**config.mk**
```make
export PLATFORM = sky130hd
export DESIGN_NAME = pcm_sdram_reader
export DESIGN_NICKNAME = d
export VERILOG_FILES = /design/src/rtl/pcm_pkg.sv /design/src/rtl/pcm_fifo.sv /design/src/rtl/pcm_sdram_reader.sv
export SDC_FILE = /design/constraint.sdc
export NUM_CORES = 1
export LEC_CHECK = 0
export CORE_MARGIN = 2
export CORE_UTILIZATION = 30
export CTS_CLUSTER_SIZE = 12
export DETAILED_ROUTE_END_ITERATION = 6
export GPL_TIMING_DRIVEN = 1
export SKIP_LAST_GASP = 1
export SYNTH_ARGS = -nofsm -noshare
export SYNTH_HDL_FRONTEND = slang
export SYNTH_HIERARCHICAL = 1
export SYNTH_SLANG_ARGS = --single-unit
```
**constraint.sdc**
```tcl
create_clock -name clk -period 6.1 [get_ports clk]
set_input_delay 1.22 -clock clk [delete_from_list [all_inputs] [get_ports clk]]
set_output_delay 1.22 -clock clk [all_outputs]
set_load 0.02 [all_outputs]
```
**src/rtl/pcm_pkg.sv**
```systemverilog
// Shared types and widths for the PCM SDRAM fetch path.
package pcm_pkg;

  localparam int SDRAM_AW = 25;
  localparam int SAMPLE_W = 16;

  typedef enum logic [1:0] {
    StIdle,
    StWaitGrant,
    StRead,
    StDone
  } pcm_state_t;

endpackage

```
**src/rtl/pcm_fifo.sv**
```systemverilog
// Synchronous show-ahead FIFO: head always presents the oldest entry.
module pcm_fifo #(
  parameter int unsigned DEPTH = 64,
  parameter int unsigned WIDTH = 16,
  localparam int unsigned AW = $clog2(DEPTH)
) (
  input  logic             clk,
  input  logic             reset,
  input  logic             push,
  input  logic [WIDTH-1:0] push_data,
  input  logic             pop,
  output logic [WIDTH-1:0] head,
  output logic [AW:0]      level,
  output logic             empty,
  output logic             full
);

  logic [WIDTH-1:0] mem [DEPTH];
  logic [AW-1:0]    wr_ptr;
  logic [AW-1:0]    rd_ptr;
  logic             do_push;
  logic             do_pop;

  assign empty   = (level == '0);
  assign full    = (level == (AW + 1)'(DEPTH));
  assign do_pop  = pop && !empty;
  assign do_push = push && (!full || do_pop);
  assign head    = mem[rd_ptr];

  always_ff @(posedge clk) begin
    if (do_push) begin
      mem[wr_ptr] <= push_data;
    end
  end

  always_ff @(posedge clk) begin
    if (reset) begin
      wr_ptr <= '0;
      rd_ptr <= '0;
      level  <= '0;
    end else begin
      if (do_push) begin
        wr_ptr <= wr_ptr + 1'b1;
      end
      if (do_pop) begin
        rd_ptr <= rd_ptr + 1'b1;
      end
      unique case ({do_push, do_pop})
        2'b10:   level <= level + 1'b1;
        2'b01:   level <= level - 1'b1;
        default: level <= level;
      endcase
    end
  end

endmodule

```
**src/rtl/pcm_sdram_reader.sv**
```systemverilog
// Per-frame burst fetcher from the arbiter's PCM slot into a sample FIFO for the I2S side.
module pcm_sdram_reader
  import pcm_pkg::*;
#(
  parameter int unsigned         FIFO_DEPTH = 64,
  parameter int unsigned         BURST_LEN  = 32,
  parameter logic [SDRAM_AW-1:0] BASE_ADDR  = 25'h0000000,
  parameter logic [SDRAM_AW-1:0] END_ADDR   = 25'h1FFFFFF,
  localparam int unsigned        LW = $clog2(FIFO_DEPTH) + 1,
  localparam int unsigned        CW = $clog2(BURST_LEN) + 1
) (
  input  logic                clk,
  input  logic                reset,
  input  logic                new_frame,
  input  logic                enable,
  input  logic                sdram_wait,
  input  logic                sdram_ac,
  input  logic [SAMPLE_W-1:0] sdram_data,
  output logic                sdram_rd,
  output logic [SDRAM_AW-1:0] sdram_addr,
  output logic                busy,
  output logic                done,
  input  logic                sample_rd,
  output logic [SAMPLE_W-1:0] sample,
  output logic                sample_valid,
  output logic                underrun,
  output logic [LW-1:0]       fifo_level
);

  pcm_state_t          state;
  logic [SDRAM_AW-1:0] cur_addr;
  logic [SDRAM_AW-1:0] next_addr;
  logic [CW-1:0]       cnt;
  logic [LW-1:0]       free;
  logic                room;
  logic                last_word;
  logic                push;
  logic                fifo_empty;
  logic                fifo_full;
  logic [SAMPLE_W-1:0] fifo_head;

  assign sdram_addr   = cur_addr;
  assign next_addr    = (cur_addr == END_ADDR) ? BASE_ADDR : cur_addr + 1'b1;
  assign free         = LW'(FIFO_DEPTH) - fifo_level;
  // The whole burst is reserved up front, so pushes can never overflow.
  assign room         = (free >= LW'(BURST_LEN));
  assign last_word    = (cnt == CW'(BURST_LEN - 1));
  assign push         = (state == StRead) && sdram_ac;
  assign sample       = fifo_empty ? '0 : fifo_head;
  assign sample_valid = !fifo_empty;

  pcm_fifo #(
    .DEPTH (FIFO_DEPTH),
    .WIDTH (SAMPLE_W)
  ) u_fifo (
    .clk       (clk),
    .reset     (reset),
    .push      (push),
    .push_data (sdram_data),
    .pop       (sample_rd),
    .head      (fifo_head),
    .level     (fifo_level),
    .empty     (fifo_empty),
    .full      (fifo_full)
  );

  always_ff @(posedge clk) begin
    if (reset) begin
      underrun <= 1'b0;
    end else if (sample_rd && fifo_empty) begin
      underrun <= 1'b1;
    end
  end

  always_ff @(posedge clk) begin
    if (reset) begin
      state    <= StIdle;
      cur_addr <= BASE_ADDR;
      cnt      <= '0;
      sdram_rd <= 1'b0;
      busy     <= 1'b0;
      done     <= 1'b0;
    end else begin
      done <= 1'b0;
      unique case (state)
        StIdle: begin
          if (new_frame) begin
            // A skipped frame still pulses done so the arbiter leaves the PCM slot.
            if (enable && room) begin
              state <= StWaitGrant;
              cnt   <= '0;
              busy  <= 1'b1;
            end else begin
              state <= StDone;
              done  <= 1'b1;
            end
          end
        end
        StWaitGrant: begin
          if (!sdram_wait) begin
            state    <= StRead;
            sdram_rd <= 1'b1;
          end
        end
        StRead: begin
          if (sdram_ac) begin
            cur_addr <= next_addr;
            cnt      <= cnt + 1'b1;
          end
          if (sdram_ac && last_word) begin
            state    <= StDone;
            sdram_rd <= 1'b0;
            busy     <= 1'b0;
            done     <= 1'b1;
          end else if (sdram_wait) begin
            state    <= StWaitGrant;
            sdram_rd <= 1'b0;
          end
        end
        StDone: begin
          state <= StIdle;
        end
        default: begin
          state <= StIdle;
        end
      endcase
    end
  end

endmodule

```
; ---- Word level (Yosys, flattened, before mapping)
; Memory sizes are Yosys's and may differ from the RTL's. A register that Yosys moved wholly into a read port is not among the register bits.
; Cells that the tools add are included.
[op_classes]
eq_ne = 14
n_addsub = 7
magnitude_cmp = 1
n_reduce_logical = 19
n_mux = 29
[ops]
columns = operator, count
row1 = 6-bit two-way mux, 5
row2 = "25-bit by 1-bit adder with 25-bit output, second input constant", 1
row3 = "25-bit equality test, second input constant", 1
row4 = 25-bit two-way mux, 1
row5 = "6-bit by 1-bit adder with 6-bit output, second input constant", 3
row6 = 16-bit two-way mux, 1
row7 = 7-bit one-hot mux with 2 select lines, 1
row8 = 6-bit one-hot mux with 2 select lines, 1
row9 = 1-bit two-way mux, 11
row10 = 2-bit two-way mux, 5
row11 = "2-bit inequality test, second input constant", 4
row12 = 2-bit one-hot mux with 4 select lines, 1
row13 = 4-bit AND reduction, 2
row14 = "7-bit by 1-bit adder with 7-bit output, second input constant", 1
row15 = "7-bit equality test, second input constant", 1
row16 = "7-bit by 6-bit >= comparator with 1-bit output, second input constant", 1
row17 = 7-bit zero test, 1
row18 = "7-bit by 1-bit subtractor with 7-bit output, second input constant", 1
row19 = "7-bit subtractor, first input constant", 1
row20 = "2-bit equality test, second input constant", 3
row21 = "6-bit by 5-bit equality test with 1-bit output, second input constant", 1
row22 = 1-bit logical AND, 6
row23 = 1-bit one-hot mux with 2 select lines, 3
row24 = 3-bit AND reduction, 2
row25 = 8 further kinds, 12
[word_totals]
ramBits = 1024
ff_bits = 56
output_inout_bits = 53
wordCells = 81
input_bits = 23
memories = 1
[memory_table]
columns = name, depth, width, read_ports, rd_ports_with_merged_regs, wr, line
row1 = u_fifo.mem, 64, 16, 1, 1, 1, pcm_fifo.sv:18  ; logic [WIDTH-1:0] mem [DEPTH];

; ---- Logic depth before layout (Yosys ltp)
; Gate-level depths: netlist (run 1).
[depth]
word_depth = 7
ltp_mapped = 12
mapped_depth_nobuf = 12

; ---- By module
; The synthesis (run 1) kept the hierarchy.
[modules_own_cells]
columns = module, n_inst, cells_per_inst, area_per_inst_um2
row1 = pcm_fifo, 1, 1859, 40634.0
row2 = pcm_sdram_reader, 1, 221, 1913.1

; ---- Least setup slack after synthesis (run 1)
; No wires, ideal clock.
[synth_path]
path_type = input to register
startpoint = input sdram_ac
endpoint = register u_fifo.level[6]
t_required_ns = 5.967
stages = 11
arrival_ns = 3.358
setup_time_ns = 0.133
path_slack_ns = 2.610
cell_sequence = nand3b_1 > inv_1 > nand2b_2 > inv_2 > ha_1 > nor2b_1 > o31a_1 > o21a_1 > or2_2 > o221ai_1 > a31oi_1
[synth_between]
elab_chain_len = 4
elab_cells_between_ends = 6
classes_between = 2 x eq/ne / 1 x mux / 3 x reduce/logical
[synth_lines]
columns = element, line
row1 = "start, declared", pcm_sdram_reader.sv:17  ; input logic sdram_ac,
row2 = 1-bit logical AND *, pcm_sdram_reader.sv:48  ; assign push = (state == StRead) && sdram_ac;
row3 = net push, pcm_sdram_reader.sv:37  ; logic push;
row4 = 1-bit logical AND *, pcm_fifo.sv:27  ; assign do_push = push && (!full || do_pop);
row5 = 2-bit by 1-bit equality test with 1-bit output / 2-bit equality test (equally long branches), pcm_fifo.sv:48  ; unique case ({do_push, do_pop})
row6 = 7-bit one-hot mux with 2 select lines / 2-bit nonzero test (equally long branches), -
row7 = "end signal, assigned", pcm_fifo.sv:49  ; 2'b10: level <= level + 1'b1;
row8 = "end signal, assigned", pcm_fifo.sv:50  ; 2'b01: level <= level - 1'b1;
row9 = "end signal, assigned", pcm_fifo.sv:51  ; default: level <= level;
row10 = "end, declared", pcm_fifo.sv:13  ; output logic [AW:0] level,
; Mark *: on every way through the listed nets, which the timed path passes. The rest lies on a longest branch.
; A chain may end at the register's enable or synchronous reset.

==> results of run 1 <==
[final cells by class]
cell class | count | area [sq um] | share of cell area (%)
clock buffer | 159 | 3000 | 6.13
sequential | 1086 | 32000 | 65.4
multi-input combinational | 871 | 9860 | 20.1
inverter | 17 | 63.8 | 0.130
tap | 1890 | 2360 | 4.83
clock inverter | 20 | 139 | 0.284
timing repair buffer | 179 | 1540 | 3.14
[per-stage QoR]
stage               instances  util, %  instance area (sq um)
floorplan                2079        -                  42500
global placement         4043     32.5                  45800
detailed placement       4043     32.5                  45800
CTS                      4222     34.7                  49000
global route             4222     34.7                  49000
finish                   4222     34.7                  49000
[worst paths after layout]
check                                           start                           to  cells after the start
worst max register to register  state[1]$_SDFFE_PP0P_  u_fifo/mem[31][9]$_DFFE_PP_                      7
worst min-delay path            underrun$_SDFFE_PP0P_        underrun$_SDFFE_PP0P_                      2
worst max-delay path                        flip-flop                    sample[9]                      8
worst min register to register  underrun$_SDFFE_PP0P_        underrun$_SDFFE_PP0P_                      2
[state kept, by name, indices dropped and copies added, names as in the netlist, named ones only]
register	count
u_fifo/mem	1024
sdram_addr	25
u_fifo/level	7
cnt	6
u_fifo/rd_ptr	6
u_fifo/wr_ptr	6
state	2
busy	1
done	1
sdram_rd	1
underrun	1
[routing by layer]
metal / share of wire (%) / GRT usage (%) / up-vias
li1: - / - / 8997
met1: 40 / 18.2 / 11300
met2: 50 / 23.9 / 792
met3: 7.3 / 2.98 / 155
met4: 2.6 / 4.52 / 10
met5: 0.055 / 0 / -
[critical path: stages, from the launching register on]
cell,delay [ns]
dfxtp_4,0.74
buf_4,0.63
mux4_2,0.40
nor2_1,0.11
a21oi_1,0.05
o211ai_1,0.62
o221ai_1,0.25
nor2b_1,0.21
clkdlybuf4s50_1,0.54
[power by group through the flow]
| stage | registers (W) | clock network [W] | logic, W |
|---|---|---|---|
| after CTS | 0.00828 | 0.00617 | 0.00268 |
| after floorplan | 0.00842 | 0 | 0.00172 |
| after global placement | 0.00844 | 0 | 0.00265 |
| final | 0.00828 | 0.00603 | 0.00264 |
| after detailed placement | 0.00844 | 0 | 0.00267 |
| after global routing | 0.00829 | 0.00645 | 0.00280 |
==> impl_results.rst, run 1 <==
.. list-table::
   :header-rows: 1

   * - Metric
     - Value
   * - Status
     - finished, final reports clean
   * - Design internal power
     - ~0.013 W
   * - Routed wire length
     - roughly 100 mm
   * - Reg power frac
     - approximately half
   * - Clock edge transition at the registers on the reported setup and hold paths
     - 0.06 ns
   * - Gate power share
     - 15.6%
   * - Number of optimization iterations in the first detailed-route pass
     - 5
   * - Routability Congestion
     - between 0.8 and 0.9
   * - Number of buffers created by CTS
     - around 110
   * - Unrepaired setup endpoints after global routing
     - false
   * - Most frequent cells in the layout
     - edfxtp_1 (1024), mux4_2 (215), nor2_1 (150)
   * - Antenna violations before repair
     - 7
   * - Die Y-Extent
     - around 380 um
   * - Synth-to-Final Area Change
     - 15.1%
   * - Worst vdd rail ir drop
     - 0.253 mV
   * - Maximum operating frequency
     - about 180 MHz
   * - Post-route worst setup slack
     - 0.604 ns
   * - Portion of total power attributed to the clock network
     - approximately 36%
   * - Number of nets with antenna violations after detailed routing
     - 0
   * - Category of the most critical setup path
     - reg2out
   * - Placed wire-length estimate
     - about 62 mm
   * - Pre-CTS setup slack
     - ~1.3 ns
   * - Fin crit share
     - about 90%
   * - Count of buffers inserted at the top-level ports
     - between 70 and 80
   * - Row count
     - 138
   * - Count of hold buffers inserted by post-cts repair
     - 0
   * - Share of layout cells above drive strength 1
     - 21.4%
   * - Maximum number of pins on one net before global-route repair
     - 73
   * - Count of final hold-check violations
     - 0
   * - Max Clock Skew
     - 0.0404 ns
   * - Overall die area
     - around 140000 sq um
   * - Grt ovf
     - 0
   * - Post-detailed-route via-to-cell ratio
     - ~5.0
   * - Fillers
     - 13100
   * - Final-report max-slew violation count
     - 0
   * - Number of global-route vias before repair
     - 21900
   * - Worst endpoint required time
     - 4.88 ns
   * - GRT Util Overall
     - between 10% and 20%
   * - Number of ports placed on the die boundary
     - 76
   * - Gate count after technology mapping
     - ~2100
   * - Path category of the worst min-delay check
     - reg2reg
   * - MaxCap Viol Count
     - 0
   * - Crit path capture type
     - output port
   * - Initial cell density of the core
     - 30.1%
   * - Setup slack of the worst register-to-register path
     - around 2.6 ns
   * - Remaining max-slew budget at the tightest pin
     - ~15%
   * - Lkg Pwr
     - around 15 nW
   * - Clock tree root buffer cell
     - clkbuf_16
   * - Worst-Margin Slew
     - about 1.3 ns
   * - Resized Gates After CTS
     - 0
   * - Clock Sink Count
     - 1086
   * - Kind of start point of the critical path
     - flip-flop
   * - Critical path arrival
     - ~4.3 ns
   * - Detailed-route DRC error count
     - 0
   * - Per-cell routed wire length
     - between 20 and 25 um
   * - Average instance area after synthesis
     - 20.5 sq um
   * - Total negative slack for setup checks
     - 0 ns
   * - Final critical-path required period
     - roughly 5.5 ns
   * - Final-stage net count
     - 2295
   * - Clock Latency Late Sink
     - roughly 0.68 ns
   * - Total core area
     - 141000 sq um
   * - Longest Clk Path Bufs
     - 3
   * - Net switching power
     - 0.00422 W
   * - WHS
     - 0.488 ns
   * - Cell area after technology mapping
     - approximately 43000 sq um
   * - Count of buffers added by post-CTS timing repair for setup
     - 0
   * - Largest driver fanout on the critical path
     - 48
   * - Number of levels in the clock H-tree
     - 3
   * - Via count
     - approximately 21000
   * - Warning count from the yosys run
     - 6
   * - Global-route wire length before repair
     - 152 mm
   * - CTS tree
     - done
   * - Most common cell after layout, fill and taps aside
     - edfxtp_1
   * - # diodes
     - 0
   * - Count of routing violations after the opening detailed-route iteration
     - about 2200
   * - Die width
     - between 300 and 400 um
   * - PnR Total Power
     - approximately 0.017 W
   * - Switching part of the total
     - around 25%
   * - Total of endpoints with negative setup slack in the final report
     - 0
   * - Power density normalized to cell area
     - roughly 350 nW/um^2
   * - Number of nets produced by synthesis
     - between 2000 and 2500
(Power assumes the default switching activity.)
==> inputs of run 2 (changes only) <==
Settings changed: CAP_MARGIN from default to 0.
==> results of run 2 <==
The final DEF is identical to that of run 1; final timing and power are the same.
